`src/rtl/cpa_seq_pkg.sv`:
```
// Shared types and constants for the segmented sequential carry-propagate adder
// and the multiplier wrappers that instantiate it.
package cpa_seq_pkg;

  localparam int CPA_OP_W  = 28;
  localparam int CPA_SEG_W = 7;

  typedef enum logic [1:0] {
    IDLE = 2'd0,
    RUN  = 2'd1,
    DONE = 2'd2
  } state_t;

  // Segment counter is sized for 0..nseg so the last index always fits.
  function automatic int seg_cnt_w(input int nseg);
    return (nseg < 1) ? 1 : $clog2(nseg + 1);
  endfunction

endpackage

```
`src/rtl/cpa_seg.sv`:
```
// Combinational W-bit Kogge-Stone prefix adder. The carry-in is folded into
// generate bit 0, so the prefix tree alone yields every carry including cout.
module cpa_seg #(
  parameter int W = 7
) (
  input  logic [W-1:0] i_a,
  input  logic [W-1:0] i_b,
  input  logic         i_cin,
  output logic [W-1:0] o_sum,
  output logic         o_cout
);

  logic [W-1:0] w_p;
  logic [W-1:0] w_gl, w_pl, w_gn, w_pn;
  logic [W:0]   w_c;

  always_comb begin
    w_p     = i_a ^ i_b;
    w_gl    = i_a & i_b;
    w_gl[0] = w_gl[0] | (w_p[0] & i_cin);
    w_pl    = w_p;
    w_gn    = w_gl;
    w_pn    = w_pl;
    for (int d = 1; d < W; d = d * 2) begin
      w_gn = w_gl;
      w_pn = w_pl;
      for (int i = d; i < W; i++) begin
        w_gn[i] = w_gl[i] | (w_pl[i] & w_gl[i-d]);
        w_pn[i] = w_pl[i] & w_pl[i-d];
      end
      w_gl = w_gn;
      w_pl = w_pn;
    end
  end

  // After the tree, w_gl[i] is the carry out of bit i.
  assign w_c    = {w_gl, i_cin};
  assign o_sum  = w_p ^ w_c[W-1:0];
  assign o_cout = w_c[W];

endmodule

```
`src/rtl/cpa_seg_seq.sv`:
```
// Multi-cycle OP_W-bit adder: one SEG_W-bit prefix slice reused over NSEG cycles,
// LSB segment first, carry registered between segments, valid/ready on both sides.
module cpa_seg_seq
  import cpa_seq_pkg::*;
#(
  parameter int OP_W  = CPA_OP_W,
  parameter int SEG_W = CPA_SEG_W
) (
  input  logic            clk,
  input  logic            rst,
  input  logic            in_valid,
  output logic            in_ready,
  input  logic [OP_W-1:0] in_a,
  input  logic [OP_W-1:0] in_b,
  input  logic            in_cin,
  output logic            out_valid,
  input  logic            out_ready,
  output logic [OP_W-1:0] out_sum,
  output logic            out_cout,
  output logic            busy
);

  localparam int NSEG = OP_W / SEG_W;
  localparam int CW   = seg_cnt_w(NSEG);

  if ((SEG_W < 1) || (OP_W < SEG_W) || ((OP_W % SEG_W) != 0)) begin : g_bad_cfg
    $error("cpa_seg_seq: OP_W must be a non-zero multiple of SEG_W");
  end

  state_t          r_state, w_state_nx;
  logic            r_armed;
  logic [CW-1:0]   r_seg_cnt;
  logic            r_carry;
  logic [OP_W-1:0] r_a_sh, r_b_sh;
  logic [OP_W-1:0] r_out_sum;
  logic            r_out_cout, r_out_valid, r_busy;
  logic [SEG_W-1:0] w_slice_sum;
  logic            w_slice_cout;
  logic [OP_W-1:0] w_sum_nx;
  logic            w_acc, w_last;

  // r_armed keeps in_ready low for the whole reset window, including cycle one.
  assign in_ready = (r_state == IDLE) && r_armed;
  assign w_acc    = in_valid && in_ready;
  assign w_last   = (r_seg_cnt == CW'(NSEG - 1));

  cpa_seg #(.W(SEG_W)) u_seg (
    .i_a    (r_a_sh[SEG_W-1:0]),
    .i_b    (r_b_sh[SEG_W-1:0]),
    .i_cin  (r_carry),
    .o_sum  (w_slice_sum),
    .o_cout (w_slice_cout)
  );

  // Only the upper OP_W-SEG_W bits of the partial sum need storage; the newest
  // slice is concatenated on top combinationally.
  if (NSEG == 1) begin : g_one
    assign w_sum_nx = w_slice_sum;
  end else begin : g_multi
    logic [OP_W-SEG_W-1:0] r_sum_hi;
    always_ff @(posedge clk) begin
      if (rst)                r_sum_hi <= '0;
      else if (r_state == RUN) r_sum_hi <= w_sum_nx[OP_W-1:SEG_W];
    end
    assign w_sum_nx = {w_slice_sum, r_sum_hi};
  end

  always_ff @(posedge clk) begin
    if (rst) r_state <= IDLE;
    else     r_state <= w_state_nx;
  end

  always_comb begin
    w_state_nx = r_state;
    unique case (r_state)
      IDLE:    if (w_acc)     w_state_nx = RUN;
      RUN:     if (w_last)    w_state_nx = DONE;
      DONE:    if (out_ready) w_state_nx = IDLE;
      default:                w_state_nx = IDLE;
    endcase
  end

  always_ff @(posedge clk) begin
    if (rst) begin
      r_armed     <= 1'b0;
      r_seg_cnt   <= '0;
      r_carry     <= 1'b0;
      r_a_sh      <= '0;
      r_b_sh      <= '0;
      r_out_sum   <= '0;
      r_out_cout  <= 1'b0;
      r_out_valid <= 1'b0;
      r_busy      <= 1'b0;
    end else begin
      r_armed <= 1'b1;
      r_busy  <= (w_state_nx != IDLE);
      unique case (r_state)
        IDLE: if (w_acc) begin
          r_a_sh    <= in_a;
          r_b_sh    <= in_b;
          r_carry   <= in_cin;
          r_seg_cnt <= '0;
        end
        RUN: begin
          r_carry   <= w_slice_cout;
          r_a_sh    <= r_a_sh >> SEG_W;
          r_b_sh    <= r_b_sh >> SEG_W;
          r_seg_cnt <= r_seg_cnt + CW'(1);
          if (w_last) begin
            r_out_sum   <= w_sum_nx;
            r_out_cout  <= w_slice_cout;
            r_out_valid <= 1'b1;
          end
        end
        DONE: if (out_ready) r_out_valid <= 1'b0;
        default: ;
      endcase
    end
  end

  assign out_valid = r_out_valid;
  assign out_sum   = r_out_sum;
  assign out_cout  = r_out_cout;
  assign busy      = r_busy;

endmodule

```
`config.mk`:
```
export PLATFORM = sky130hd
export DESIGN_NAME = cpa_seg_seq
export DESIGN_NICKNAME = d
export VERILOG_FILES = /design/src/rtl/cpa_seq_pkg.sv /design/src/rtl/cpa_seg.sv /design/src/rtl/cpa_seg_seq.sv
export SDC_FILE = /design/constraint.sdc
export NUM_CORES = 1
export LEC_CHECK = 0
export BUFFER_PORTS_ARGS = -buffer_cell sky130_fd_sc_hd__buf_2
export CELL_PAD_IN_SITES_DETAIL_PLACEMENT = 1
export CELL_PAD_IN_SITES_GLOBAL_PLACEMENT = 1
export CORE_MARGIN = 2
export CORE_UTILIZATION = 40
export DETAILED_ROUTE_END_ITERATION = 8
export PLACE_DENSITY = 0.87
export SYNTH_ARGS = -nofsm -noshare
export SYNTH_HDL_FRONTEND = slang
export SYNTH_SLANG_ARGS = --single-unit
```
`constraint.sdc`:
```
create_clock -name clk -period 3.4 [get_ports clk]
set_input_delay 0.17 -clock clk [delete_from_list [all_inputs] [get_ports clk]]
set_output_delay 0.17 -clock clk [all_outputs]
set_load 0.02 [all_outputs]
```
# After elaboration in Yosys (flattened, before gate mapping)
# Cells that the tools add are included.
# word_totals
regBits	115
in_bits	61
out_inout_bits	32
# classes
add_sub_neg	1
n_eq_ne	6
n_mux	16
bitwise_logic	41
n_reduce_logical	9
# op_table
cell	n
one-hot mux 28 bit (2 select lines)	2
two-way mux 28 bit	2
bitwise AND 1 bit	23
OR 1 bit	15
XOR 7 bit	2
bitwise AND 7 bit	1
two-way mux 2 bit	3
!= test 2 bit, second input constant	3
one-hot mux 2 bit (3 select lines)	1
one-hot mux 3 bit (2 select lines)	1
nonzero test 2 bit	3
two-way mux 1 bit	4
one-hot mux 1 bit (2 select lines)	2
AND reduction 2 bit	2
adder 3 x 1 -> 3 bit, second input constant	1
== test 3 x 2 -> 1 bit, second input constant	1
two-way mux 3 bit	1
AND reduction 3 bit	1
== test 2 x 1 -> 1 bit, second input constant	1
== test 2 bit, second input constant	1
logical AND 1 bit	2
logical NOT 2 bit	1

# Logic depth before layout (Yosys ltp)
# depth
word_depth	8
depth_mapped	8

# Hierarchy
# From an unflattened synthesis, not the netlist that was laid out.
# unflattened
cells_unflattened	598
hier_area_um2	4777.1
# by_module_without_submodules
module	instances	cells_per_inst	area_each_um2	seq_area_each_um2
cpa_seg_seq	1	565	4496.8	2302.2
cpa_seg	1	33	280.3	0.0

# Least setup slack after synthesis
# No wires, ideal clock.
# synth_timing
path_kind	register -> register
startpoint	reg r_carry
endpoint	reg r_out_sum[27], in the netlist out_sum[27]
setup_time_ns	0.062
t_arrival_ns	1.996
required_ns	3.338
path_slack_ns	1.342
path_stages_with_launch	9
path_buffers	0
synth_period_minus_slack_ns	2.058
cell_sequence	dfxtp_1 inv_1 fa_1 inv_1 fa_1 a21o_1 a221o_1 or4_1 nand3_1
# synth_via
elab_chain_len	7
# synth_rtl
item	line_no	source
start: declaration	cpa_seg_seq.sv:33	logic r_carry;
start signal: assignment	cpa_seg_seq.sv:101	r_carry <= in_cin;
start signal: assignment	cpa_seg_seq.sv:105	r_carry <= w_slice_cout;
bitwise AND 1 bit	cpa_seg.sv:20	w_gl[0] = w_gl[0] | (w_p[0] & i_cin);
OR 1 bit	cpa_seg.sv:20	
bitwise AND 1 bit	cpa_seg.sv:28	w_gn[i] = w_gl[i] | (w_pl[i] & w_gl[i-d]);
OR 1 bit	cpa_seg.sv:28	
bitwise AND 1 bit	cpa_seg.sv:28	
OR 1 bit	cpa_seg.sv:28	
XOR 7 bit	cpa_seg.sv:38	assign o_sum = w_p ^ w_c[W-1:0];
end signal: assignment	cpa_seg_seq.sv:110	r_out_sum <= w_sum_nx;
end: declaration	cpa_seg_seq.sv:35	logic [OP_W-1:0] r_out_sum;
# Every way passes these cells.
# A chain may end at the register's enable or synchronous reset.

# Worst setup path in the final report
# layout_timing
startpoint	reg r_seg_cnt[0]
endpoint	reg r_out_sum[25], in the netlist out_sum[25]
# layout_via
elab_chain_len	2
# layout_rtl
item	line_no	source
start: declaration	cpa_seg_seq.sv:32	logic [CW-1:0] r_seg_cnt;
start signal: assignment	cpa_seg_seq.sv:108	r_seg_cnt <= r_seg_cnt + CW'(1);
== test 3 x 2 -> 1 bit	cpa_seg_seq.sv:45	assign w_last = (r_seg_cnt == CW'(NSEG - 1));
AND reduction 2 bit (no line)	n/a	
# Every way passes these cells.

==> flow_summary.json <==
{
  "status": "finished clean",
  "grt_pass1_vias": 4674,
  "yosysTopAreaCellShare": 0.489,
  "post_cts_buffers": 0,
  "start_kind": "flip-flop",
  "wl_per_cell_um": 16.5,
  "synth_edf_count": 0,
  "yosys.cell_types.count": 46,
  "placement.io_buffers": 92,
  "cts_tree": "built",
  "period_minus_slack_ns": 2.34,
  "crit_type": "flip-flop to flip-flop",
  "slew_violations": 0,
  "io_pins": 93,
  "synth_seq_cells": 115,
  "clock_latency_ns": 0.41,
  "grtUsageTotal": 0.222,
  "mostFrequentLayoutCell": "dfxtp_1",
  "skew_ns": 0.0106,
  "p_comb_frac": 0.093,
  "wirelength_um": 13800,
  "setup_violations": 0,
  "route.detailed.drc": 0,
  "slew_headroom": 0.526,
  "yosysWarningCount": 0,
  "hold_viol": 0,
  "cp.arrival_ns": 2.68,
  "fin_crit_sh": 0.688,
  "syn_area_sq_mm": 0.00471,
  "grt_start_max_net_pins": 72,
  "fmax_mhz": 428,
  "clock_sinks": 115,
  "synth_cells": 601,
  "final_layout_size_suffix_gt1_frac": 0.200,
  "crit_required_ns": 3.74,
  "cts_inserted_buffers": 17,
  "setup.worst_path.end": "out_sum[25]",
  "p_sw_uw": 899,
  "rrSetupSlack_ns": 1.06,
  "fp.dieH_um": 113,
  "globalplace.congestion": 0.781,
  "ir_worst_vdd_mv": 0.325,
  "via_per_inst": 5.34,
  "intPower_uw": 2790,
  "pwr-share-clk": 0.509,
  "synthFlopType": "dfxtp_1",
  "drt_iter0_drc": 213,
  "ys_async_sr_fraction": 0,
  "fp.dieW_um": 113,
  "syn-mean-instance-area_sq_um": 7.84,
  "power_uw": 3690,
  "maxCapViolCount": 0,
  "ant_nets": 0,
  "hold_path_class": "primary input to flip-flop",
  "critPathMaxFanout": 33,
  "crit_start": "r_seg_cnt[0]",
  "fillerInstances": 1418,
  "cts_hold_buf": 7,
  "synth_nets": 672,
  "drt-pass1-iter-count": 4,
  "worstReg2RegEnd": "out_sum[25]",
  "seqPwrFrac": 0.398,
  "rr_startpoint": "r_seg_cnt[0]",
  "antenna_cells": 0,
  "leakage_uw": 0.00239,
  "htreeDepth": 4,
  "rows": 39,
  "ys_seq_area_frac": 0.489,
  "postCtsResizedCells": 0,
  "synthTopCellsByArea": "dfxtp_1 (49%), nand2_1 (9.0%), nor2_1 (7.8%), a21oi_1 (6.2%), o21ai_0 (5.0%)",
  "p_sw_frac": 0.244,
  "die_area_sq_mm": 0.0127,
  "num_vias": 4470,
  "mostFrequentLayoutCells": "dfxtp_1 (115), nand2_1 (113), nor2_1 (98), buf_2 (92), a21oi_1 (58)",
  "cts.root.buffer_cell": "clkbuf_16",
  "hpwl_um": 8710,
  "reg2regPathDepth": 5,
  "end_kind": "flip-flop",
  "antenna_found_initial": 0,
  "synth_top_cell_by_area": "dfxtp_1",
  "max_slew.worst_pin.slew_ns": 0.708,
  "grt_pass1_wl_um": 22700,
  "area_growth_pct": 24.9,
  "nets": 752,
  "rsz0062_at_grt": "no",
  "path_clk_slew_ns": 0.06,
  "cts_buffer_depth": 2,
  "core-area_sq_mm": 0.0115,
  "overflow": 0,
  "power_density_mw_per_mm2": 628,
  "tns_ns": 0,
  "start_util": 0.411
}
cells in the mapped netlist (2+ instances only):
| master | number |
|---|---|
| nand3_1 | 7 |
| inv_1 | 6 |
| nor2_1 | 98 |
| buf_4 | 2 |
| a31oi_1 | 5 |
| a211oi_1 | 8 |
| o21ai_0 | 47 |
| clkbuf_2 | 2 |
| nor3_1 | 46 |
| o211ai_1 | 2 |
| nand2_1 | 113 |
| a21oi_1 | 58 |
| nand2b_1 | 7 |
| buf_6 | 7 |
| ha_1 | 8 |
| fa_1 | 2 |
| nand4_1 | 2 |
| and2_1 | 2 |
| clkbuf_1 | 21 |
| o2111ai_1 | 2 |
| or4_2 | 2 |
| buf_2 | 14 |
| dfxtp_1 | 115 |
| buf_1 | 2 |
| or4_1 | 2 |
state kept, by name, indices dropped and copies added, names as in the netlist:
register / cells
r_state: 2
out_cout: 1
out_valid: 1
r_seg_cnt: 3
r_b_sh: 28
busy: 1
r_armed: 1
r_carry: 1
r_a_sh: 28
g_multi.r_sum_hi: 21
out_sum: 28
worst max-delay path, stage by stage, from the launching register on:
cell	delay (ns)
dfxtp_1	0.36
ha_1	0.19
ha_1	0.22
nand3b_2	0.55
or4_2	0.83
nand3_1	0.12
how the worst min path moves through the flow:
| stage | start | endpoint | cells after the start | slack [ns] |
|---|---|---|---|---|
| 4_1_cts | in_b[27] | r_b_sh[27] | 3 | 0.003 |
| 6_report | in_b[27] | r_b_sh[27] | 3 | 0.006 |
| 2_1_floorplan | in_a[21] | r_a_sh[21] | 2 | 0.31 |
| 3_5_place_dp | in_b[22] | r_b_sh[22] | 3 | 0.42 |
| 3_3_place_gp | in_a[23] | r_a_sh[23] | 3 | 0.41 |
| 5_1_grt | in_a[22] | r_a_sh[22] | 3 | 0.01 |
power groups by stage:
stage / Sequential, uW / Combinational [uW] / Clock, uW
after detailed placement: 1490 / 322 / 0
after CTS: 1470 / 342 / 1900
after global routing: 1480 / 382 / 1970
final: 1470 / 343 / 1880
after floorplan: 1480 / 232 / 0
after global placement: 1490 / 306 / 0
metrics by stage:
stage | hold slack, ns | utilization | area [sq um] | setup slack (ns) | instances
after global placement | 0.411 | 0.452 | 5190 | 1.28 | 798
after floorplan | 0.306 | - | 4710 | 1.34 | 601
after CTS | 0.00293 | 0.513 | 5880 | 1.08 | 837
after global routing | 0.0101 | 0.513 | 5880 | 0.938 | 837
final | 0.00624 | 0.513 | 5880 | 1.06 | 837
after detailed placement | 0.419 | 0.452 | 5190 | 1.13 | 798
kinds of logic after synthesis:
group / count (synthesis) / synth area share
xor gates and xnor gates: 1 / 0.00186
DFF: 115 / 0.489
AOI/OAI and AO/OA: 131 / 0.153
adders and majority gates: 10 / 0.0297
buffers and inverters: 54 / 0.0600
and+or+nand+nor: 290 / 0.267
routing by layer:
metal,track usage,vias to the layer above,routed length [um]
met5,0,-,0
met4,0.0724,0,288
met3,0.0540,31,661
met2,0.397,135,7010
met1,0.262,2129,5860
li1,-,2175,-
layout make-up:
| type | instances | area (sq um) | share of cell area |
|---|---|---|---|
| clock buffer | 20 | 447 | 0.0759 |
| clock inverter | 12 | 180 | 0.0306 |
| inverter | 6 | 22.5 | 0.00383 |
| multi-input combinational | 432 | 2150 | 0.365 |
| sequential | 115 | 2300 | 0.391 |
| tap | 143 | 179 | 0.0304 |
| timing repair buffer | 109 | 606 | 0.103 |
(Power assumes the default switching activity.)
